$ cat src/rtl/count_sched_ctrl_pkg.sv
// count_sched_ctrl_pkg
// Shared definitions for the count scheduler: FSM state encoding and the
// default event-count width and terminal count.
package count_sched_ctrl_pkg;

  typedef enum logic [1:0] {
    IDLE  = 2'd0,
    CLEAR = 2'd1,
    RUN   = 2'd2,
    DONE  = 2'd3
  } state_t;

  localparam int DEF_N      = 5;
  localparam int DEF_TARGET = 20;

endpackage

$ cat src/rtl/count_sched_ctrl_rr_arb2.sv
// rr_arb2
// Two-way round-robin arbiter. The pointer selects which requester wins
// when both request at once: ptr=0 favours requester 1, ptr=1 favours
// requester 2. With a single requester, that requester always wins.
// The pointer toggles only when en is high.
// Ports:
//   clk, rst        clock, asynchronous active-low reset (pointer -> requester 1)
//   en              toggle the pointer on this edge (a contended grant was taken)
//   req1, req2      requests
//   gnt1, gnt2      combinational winner (at most one high)
module rr_arb2 (
  input  logic clk,
  input  logic rst,
  input  logic en,
  input  logic req1,
  input  logic req2,
  output logic gnt1,
  output logic gnt2
);

  logic ptr;

  always_ff @(posedge clk or negedge rst) begin
    if (!rst) begin
      ptr <= 1'b0;
    end else if (en) begin
      ptr <= ~ptr;
    end
  end

  assign gnt1 = req1 & (~req2 | ~ptr);
  assign gnt2 = req2 & (~req1 |  ptr);

endmodule

$ cat src/rtl/count_sched_ctrl.sv
// count_sched_ctrl
// Schedules a counting job: clears an external two-input datapath counter,
// grants event requests from two requesters until TARGET events have been
// granted, then pulses done. Near the end of a job only one event may fit,
// so a contended request is resolved by a round-robin arbiter.
//
// Handshake: req1/req2 are levels; an event is consumed in exactly the
// cycle its gnt is high (gnt is combinational from state, count and req),
// so a requester must hold req until it sees gnt.
//
// Ports:
//   clk, rst        clock, asynchronous active-low reset
//   start           pulse, begins a job from IDLE
//   abort           level, ends a job in CLEAR/RUN without done
//   req1, req2      event requests
//   gnt1, gnt2      grants, also the datapath counter increments
//   clr             clear strobe to the datapath counter (CLEAR state)
//   busy            high in CLEAR and RUN
//   done            one-cycle pulse in DONE
//   count           events granted in the current (or last) job
//   fsm_state       current FSM state, for observation
module count_sched_ctrl
  import count_sched_ctrl_pkg::*;
#(
  parameter int n      = DEF_N,
  parameter int TARGET = DEF_TARGET
) (
  input  logic         clk,
  input  logic         rst,
  input  logic         start,
  input  logic         abort,
  input  logic         req1,
  input  logic         req2,
  output logic         gnt1,
  output logic         gnt2,
  output logic         clr,
  output logic         busy,
  output logic         done,
  output logic [n-1:0] count,
  output state_t       fsm_state
);

  localparam logic [n-1:0] TGT  = n'(TARGET);
  localparam logic [n-1:0] LAST = n'(TARGET - 1);

  state_t       state;
  logic         run_ok;
  logic         last;
  logic         arb_en;
  logic         arb_g1;
  logic         arb_g2;
  logic [n-1:0] next_count;

  // Abort forces the grants off in the same cycle.
  assign run_ok = (state == RUN) && !abort;
  // Only one event left: a double grant would overshoot TARGET.
  assign last   = (count == LAST);
  assign arb_en = run_ok && last && req1 && req2;

  rr_arb2 u_arb (
    .clk  (clk),
    .rst  (rst),
    .en   (arb_en),
    .req1 (req1),
    .req2 (req2),
    .gnt1 (arb_g1),
    .gnt2 (arb_g2)
  );

  always_comb begin
    gnt1 = 1'b0;
    gnt2 = 1'b0;
    if (run_ok) begin
      if (last) begin
        gnt1 = arb_g1;
        gnt2 = arb_g2;
      end else begin
        gnt1 = req1;
        gnt2 = req2;
      end
    end
  end

  assign next_count = count + n'(gnt1) + n'(gnt2);
  assign fsm_state  = state;

  always_ff @(posedge clk or negedge rst) begin
    if (!rst) begin
      state <= IDLE;
      count <= '0;
      clr   <= 1'b0;
      busy  <= 1'b0;
      done  <= 1'b0;
    end else begin
      clr  <= 1'b0;
      done <= 1'b0;
      case (state)
        IDLE: begin
          if (start && !abort) begin
            state <= CLEAR;
            clr   <= 1'b1;
            busy  <= 1'b1;
          end
        end
        CLEAR: begin
          if (abort) begin
            state <= IDLE;
            busy  <= 1'b0;
          end else begin
            state <= RUN;
            count <= '0;
          end
        end
        RUN: begin
          // Grants are zero under abort, so count holds in that case.
          count <= next_count;
          if (abort) begin
            state <= IDLE;
            busy  <= 1'b0;
          end else if (next_count == TGT) begin
            state <= DONE;
            busy  <= 1'b0;
            done  <= 1'b1;
          end
        end
        DONE: begin
          state <= IDLE;
        end
        default: begin
          state <= IDLE;
          busy  <= 1'b0;
        end
      endcase
    end
  end

endmodule

$ cat config.mk
export PLATFORM = sky130hd
export DESIGN_NAME = count_sched_ctrl
export DESIGN_NICKNAME = d
export VERILOG_FILES = /design/src/rtl/count_sched_ctrl_pkg.sv /design/src/rtl/count_sched_ctrl_rr_arb2.sv /design/src/rtl/count_sched_ctrl.sv
export SDC_FILE = /design/constraint.sdc
export NUM_CORES = 1
export LEC_CHECK = 0
export CAP_MARGIN = 20
export CORE_MARGIN = 2
export CORE_UTILIZATION = 44
export CTS_BUF_LIST = sky130_fd_sc_hd__clkbuf_8
export DETAILED_ROUTE_END_ITERATION = 16
export PLACE_DENSITY = 0.76
export SYNTH_ARGS = -nofsm -noshare
export SYNTH_HDL_FRONTEND = slang
export SYNTH_HIERARCHICAL = 1
export SYNTH_SLANG_ARGS = --single-unit
$ cat constraint.sdc
create_clock -name clk -period 2.82 [get_ports clk]
set_input_delay 0.564 -clock clk [delete_from_list [all_inputs] [get_ports clk]]
set_output_delay 0.564 -clock clk [all_outputs]
set_load 0.01 [all_outputs]
# After elaboration in Yosys (flattened, before gate mapping)
# Index checks and enable logic that the tools add are counted.
# op_classes
shifts	0
mux	21
n_reduce_logical	12
multipliers	0
n_eq_ne	9
n_div	0
bitwise	7
addsub	2
magnitude_cmp	0
# ops
operator	n
$mux W1	13
$add A5 B1 Y5	2
$eq A5 B5 Y1 const B	2
$pmux W5 S2	1
$mux W2	4
$pmux W2 S4	1
$ne A2 B2 Y1 const B	3
$logic_and A1 B1 Y1	5
$mux W5	1
$eq A2 B2 Y1 const B	2
$reduce_and A2 Y1	2
$reduce_and A4 Y1	1
$ne A3 B2 Y1 const B	1
$not A1 Y1	3
$pmux W1 S3	1
$reduce_bool A3 Y1	1
$and A1 B1 Y1	2
$eq A2 B1 Y1 const B	1
$logic_not A2 Y1	1
$or A1 B1 Y1	2
$reduce_bool A2 Y1	1
$logic_not A1 Y1	1
# word_totals
ram_bits	0
out_inout_bits	12
regBits	11
word_cells	57
romBits	0
mem_count	0
in_bits	6
latch_bits	0

# Depth between registers and ports, before layout
# depth
word_depth	11
mapped_depth	11
ltp_nobuf	11

# Modules after synthesis
# Netlist, hierarchy kept.
# by_module_without_submodules
module	instances	area_per_inst_um2	cells_each	seq_area_each_um2
count_sched_ctrl	1	646.9	65	250.2
rr_arb2	1	56.3	5	25.0

# Worst setup path after synthesis
# OpenSTA, ideal clock, no wires.
# synth_path
kind	flip-flop to flip-flop
start	register count[3]
end	register busy
setup_time_ns	0.086
required_ns	2.734
n_path_buf	0
slack_ns	0.071
path_stages_with_launch	12
period_less_slack_ns	2.749
arrival_ns	2.664
path_cell_list	dfrtp_1 -> nor2_1 -> nand4_1 -> mux2i_1 -> nor2_1 -> fa_1 -> ha_1 -> xnor2_1 -> nor3_4 -> o31ai_2 -> a2111o_1 -> a32oi_1
# synth_via
elab_chain_cells	8
elab_cells_between_ends	10
cone_classes	add/sub (2); eq/ne (3); mux (4); reduce/logical (1)
# synth_lines
element	line	text
from (decl)	count_sched_ctrl.sv:39	output logic [n-1:0] count,
from (signal assigned)	count_sched_ctrl.sv:116	count <= next_count;
$eq A5 B5 Y1	count_sched_ctrl.sv:57	assign last = (count == LAST);
$mux W1	count_sched_ctrl.sv:74	if (last) begin
$mux W1	count_sched_ctrl.sv:73	if (run_ok) begin
net gnt1	count_sched_ctrl.sv:34	output logic gnt1,
$add A5 B1 Y5 (2 in a row)	count_sched_ctrl.sv:84	assign next_count = count + n'(gnt1) + n'(gnt2);
$eq A5 B5 Y1	count_sched_ctrl.sv:120	end else if (next_count == TGT) begin
$ne A3 B2 Y1 (no line)	n/a	
$reduce_and A4 Y1 (no line)	n/a	
to (signal assigned)	count_sched_ctrl.sv:92	busy <= 1'b0;
to (signal assigned)	count_sched_ctrl.sv:119	busy <= 1'b0;
to (signal assigned)	count_sched_ctrl.sv:122	busy <= 1'b0;
to (decl)	count_sched_ctrl.sv:37	output logic busy,
# The timed path passes the listed nets, and every way through them passes these cells.
# A chain may end at the register's enable or synchronous reset.

# Worst setup path after layout
# layout_path
start	input abort
end	register busy
# layout_via
elab_chain_cells	8
elab_cells_between_ends	14
cone_classes	add/sub (2); eq/ne (4); mux (4); reduce/logical (4)
# layout_lines
element	line	text
from (decl)	count_sched_ctrl.sv:31	input logic abort,
$logic_not A1 Y1	count_sched_ctrl.sv:55, count_sched_ctrl.sv:99	
$logic_and A1 B1 Y1	count_sched_ctrl.sv:55	assign run_ok = (state == RUN) && !abort;
$mux W1	count_sched_ctrl.sv:73	
$add A5 B1 Y5 (2 in a row)	count_sched_ctrl.sv:84	
$eq A5 B5 Y1	count_sched_ctrl.sv:120	
$ne A3 B2 Y1 (no line)	n/a	
$reduce_and A4 Y1 (no line)	n/a	
# Several ways; a longest one is shown, not always the timed one.

==> flow_metrics.py <==
metrics = {
    "status": {
        "status": "completed",
    },
    "sta": {
        "max_freq_mhz": 367,
        "finalCritPeriodShare": 0.967,
        "setup_viol": 0,
        "skew_ns": 0.00517,
        "fin_crit_ns": 2.73,
        "holdWs_ns": 0.494,
        "final_max_slew_viol_count": 0,
        "fin_ws_ns": 0.0918,
        "tightestPinTransition_ns": 0.513,
        "slew_headroom": 0.657,
        "finalHoldViolCount": 0,
    },
    "power_and_ir_drop": {
        "cellPowerDensity_nw_per_um2": 574,
        "vdd_drop_max_mv": 0.413,
        "leakagePower_uw": 0.000459,
    },
    "synthesis": {
        "yosysWarnings": 6,
        "synth_top_area_share": 0.391,
        "async_reset_ff_frac": 1.00,
        "ys_types": 31,
        "ys_seq_area_frac": 0.391,
        "synth_top_area_cell": "dfrtp_1",
        "synth_cells": 70,
        "yosys-top-cells-area": "dfrtp_1, ha_1, nand2b_1",
        "synth_nets": 81,
        "synth_edf_count": 0,
        "syn_area_per_cell_um2": 10.0,
        "synth_seq_cells": 11,
        "syn-cell-area_um2": 703,
        "synth_most_common_cell": "dfrtp_1",
        "ys.flop_type": "dfrtp_1",
        "yosys-top-cells-count": "dfrtp_1, inv_1, nor2_1",
    },
    "run": {
        "maxCapViolations": 0,
    },
    "floorplan": {
        "row_count": 14,
        "die_y_um": 44.0,
        "io_pins": 18,
        "die_w_um": 44.0,
        "dieArea_um2": 1930,
        "start_util": 0.467,
        "coreArea_um2": 1510,
    },
    "worst_setup_path": {
        "critPathMaxStageDelay_ns": 0.52,
        "worst-endpoint-arrival_ns": 2.89,
        "critPathLaunchType": "input port",
        "crit_path_top_delay_cell": "clkdlybuf4s50_1",
        "crit_path_cell_trace": "clkdlybuf4s50_1, nand2b_4, nor2_2, fa_2, ha_4, xnor2_2, nor3_4, o31ai_4, a2111o_1, a32oi_1",
        "endpoint_kind": "flip-flop",
        "worstPathRequired_ns": 2.98,
        "criticalPathCategory": "in2reg",
        "path_max_fanout": 4,
    },
    "final_layout": {
        "num-fill-cells": 107,
        "nNetsFinal": 114,
        "drive_gt1_frac": 0.265,
        "antenna_cells": 0,
        "area_delta_synth_final_pct": 52.3,
    },
    "clock_network": {
        "clock-sinks": 11,
        "ctsHoldBuffers": 0,
        "clockRootBuffer": "clkbuf_8",
        "clockBufferDepth": 2,
        "clkLatencyLatePin_ns": 0.25,
        "htree_num_levels": 1,
        "path_clk_slew_ns": 0.05,
        "cts_buffers": 3,
        "cts_tree": "built",
        "cts_setup_buffers": 0,
    },
    "placed_design": {
        "port-buffer-count": 17,
        "place_ws_ns": -0.393,
        "gp_congestion": 0.772,
        "hpwl_mm": 1.21,
    },
    "global_route": {
        "grt_max_degree": 12,
        "grt_antenna_before_repair": 0,
        "grt_usage": 0.215,
        "gr-total-overflow": 0,
        "first_global_vias": 657,
        "grt_pass1_wl_mm": 2.93,
    },
    "detailed_routing": {
        "routed_wl_mm": 1.82,
        "vias_per_cell": 5.73,
        "drc_errors": 0,
        "drt_iter0_markers": 12,
        "wl_per_cell_um": 15.4,
        "drt_pass1_iterations": 5,
        "vias": 676,
        "drt.antenna.violating_nets": 0,
    },
    "worst_hold_path": {
        "hp-class": "reg2reg",
    },
}
worst max-delay path: cells and delay by family:
kind / cells / cell delay (ns)
fa+ha+maj: 2 / 0.59
buf+inv: 1 / 0.52
simple gates: 3 / 0.42
compound gates: 3 / 0.65
xor+xnor: 1 / 0.14
cell usage in the layout (no fill, tap or decap), types with 2 or more instances in the layout:
cell type        Yosys  routed
o21ai_1              3       3
a22o_1               2       2
buf_4                0      11
nand2_1              5       5
nand2b_1             5       4
dfrtp_1             11      10
dlygate4sd2_1        0       2
inv_1                6       7
a32o_1               2       2
clkdlybuf4s50_1      0      15
nor3_2               0       2
ha_1                 4       3
nand3_1              3       3
mux2i_1              2       2
nor2_1               6       5
clkbuf_8             0       3
layout make-up:
cell class              instances  area, µm²  area share
repair buffers                 28        250       0.234
inverters                       6       22.5      0.0210
clock inverters                 1       3.75     0.00350
multi-input cells              53        457       0.426
flip-flops and latches         11        277       0.258
clock buffers                   3       41.3      0.0386
well taps                      16       20.0      0.0187
logic make-up after synthesis:
logic type / after synthesis / synth area share
and+or+nand+nor: 26 / 0.206
muxes: 3 / 0.0445
DFF: 11 / 0.391
buffers and inverters: 6 / 0.0320
adders and majority gates: 5 / 0.0996
AOI/OAI and AO/OA: 17 / 0.201
xor gates and xnor gates: 2 / 0.0249
sequential cells by signal, indices dropped and copies added (netlist names):
register	count
clr	1
done	1
busy	1
count	5
fsm_state	2
u_arb/ptr	1
through the flow:
stage               utilization  area (µm²)  total power (µW)  cells    TNS [ns]
floorplan                     -         703               340     70           0
global placement          0.648         976               437    114      -0.765
detailed placement        0.648         976               442    114       -1.05
CTS                       0.690        1040               609    118           0
global route              0.711        1070               653    118  -0.0000480
finish                    0.711        1070               615    118           0
metal layers:
metal / global-route usage / share of wire / vias up
li1: - / - / 320
met1: 0.269 / 0.43 / 317
met2: 0.326 / 0.48 / 30
met3: 0.0375 / 0.045 / 9
met4: 0.164 / 0.045 / 0
met5: 0 / 0 / -
final timing paths:
path,start,end,cells after the start,slack (ns)
worst min-delay path,u_arb/ptr,u_arb/ptr,1,0.49
min in group asynchronous,rst,count[2],1,0.66
worst max register to register,count[1],busy,10,0.18
worst min register to register,u_arb/ptr,u_arb/ptr,1,0.49
max in group asynchronous,rst,count[1],1,1.79
worst max-delay path,abort,busy,10,0.09
report_power, final:
group / switching, µW / leakage, µW / internal (µW)
registers: 17.2 / 0.000148 / 181
clock network: 65.3 / 0.0000269 / 96.0
logic: 137 / 0.000284 / 119
total: 220 / 0.000459 / 396
repair_timing:
item | 4_1_cts | 5_1_grt
endpoints found under the setup margin | 4 | 3
resized for setup | 6 | 6
pin swaps | 0 | 7
cloned | 0 | 0
Power figures use the tool's default switching activity.
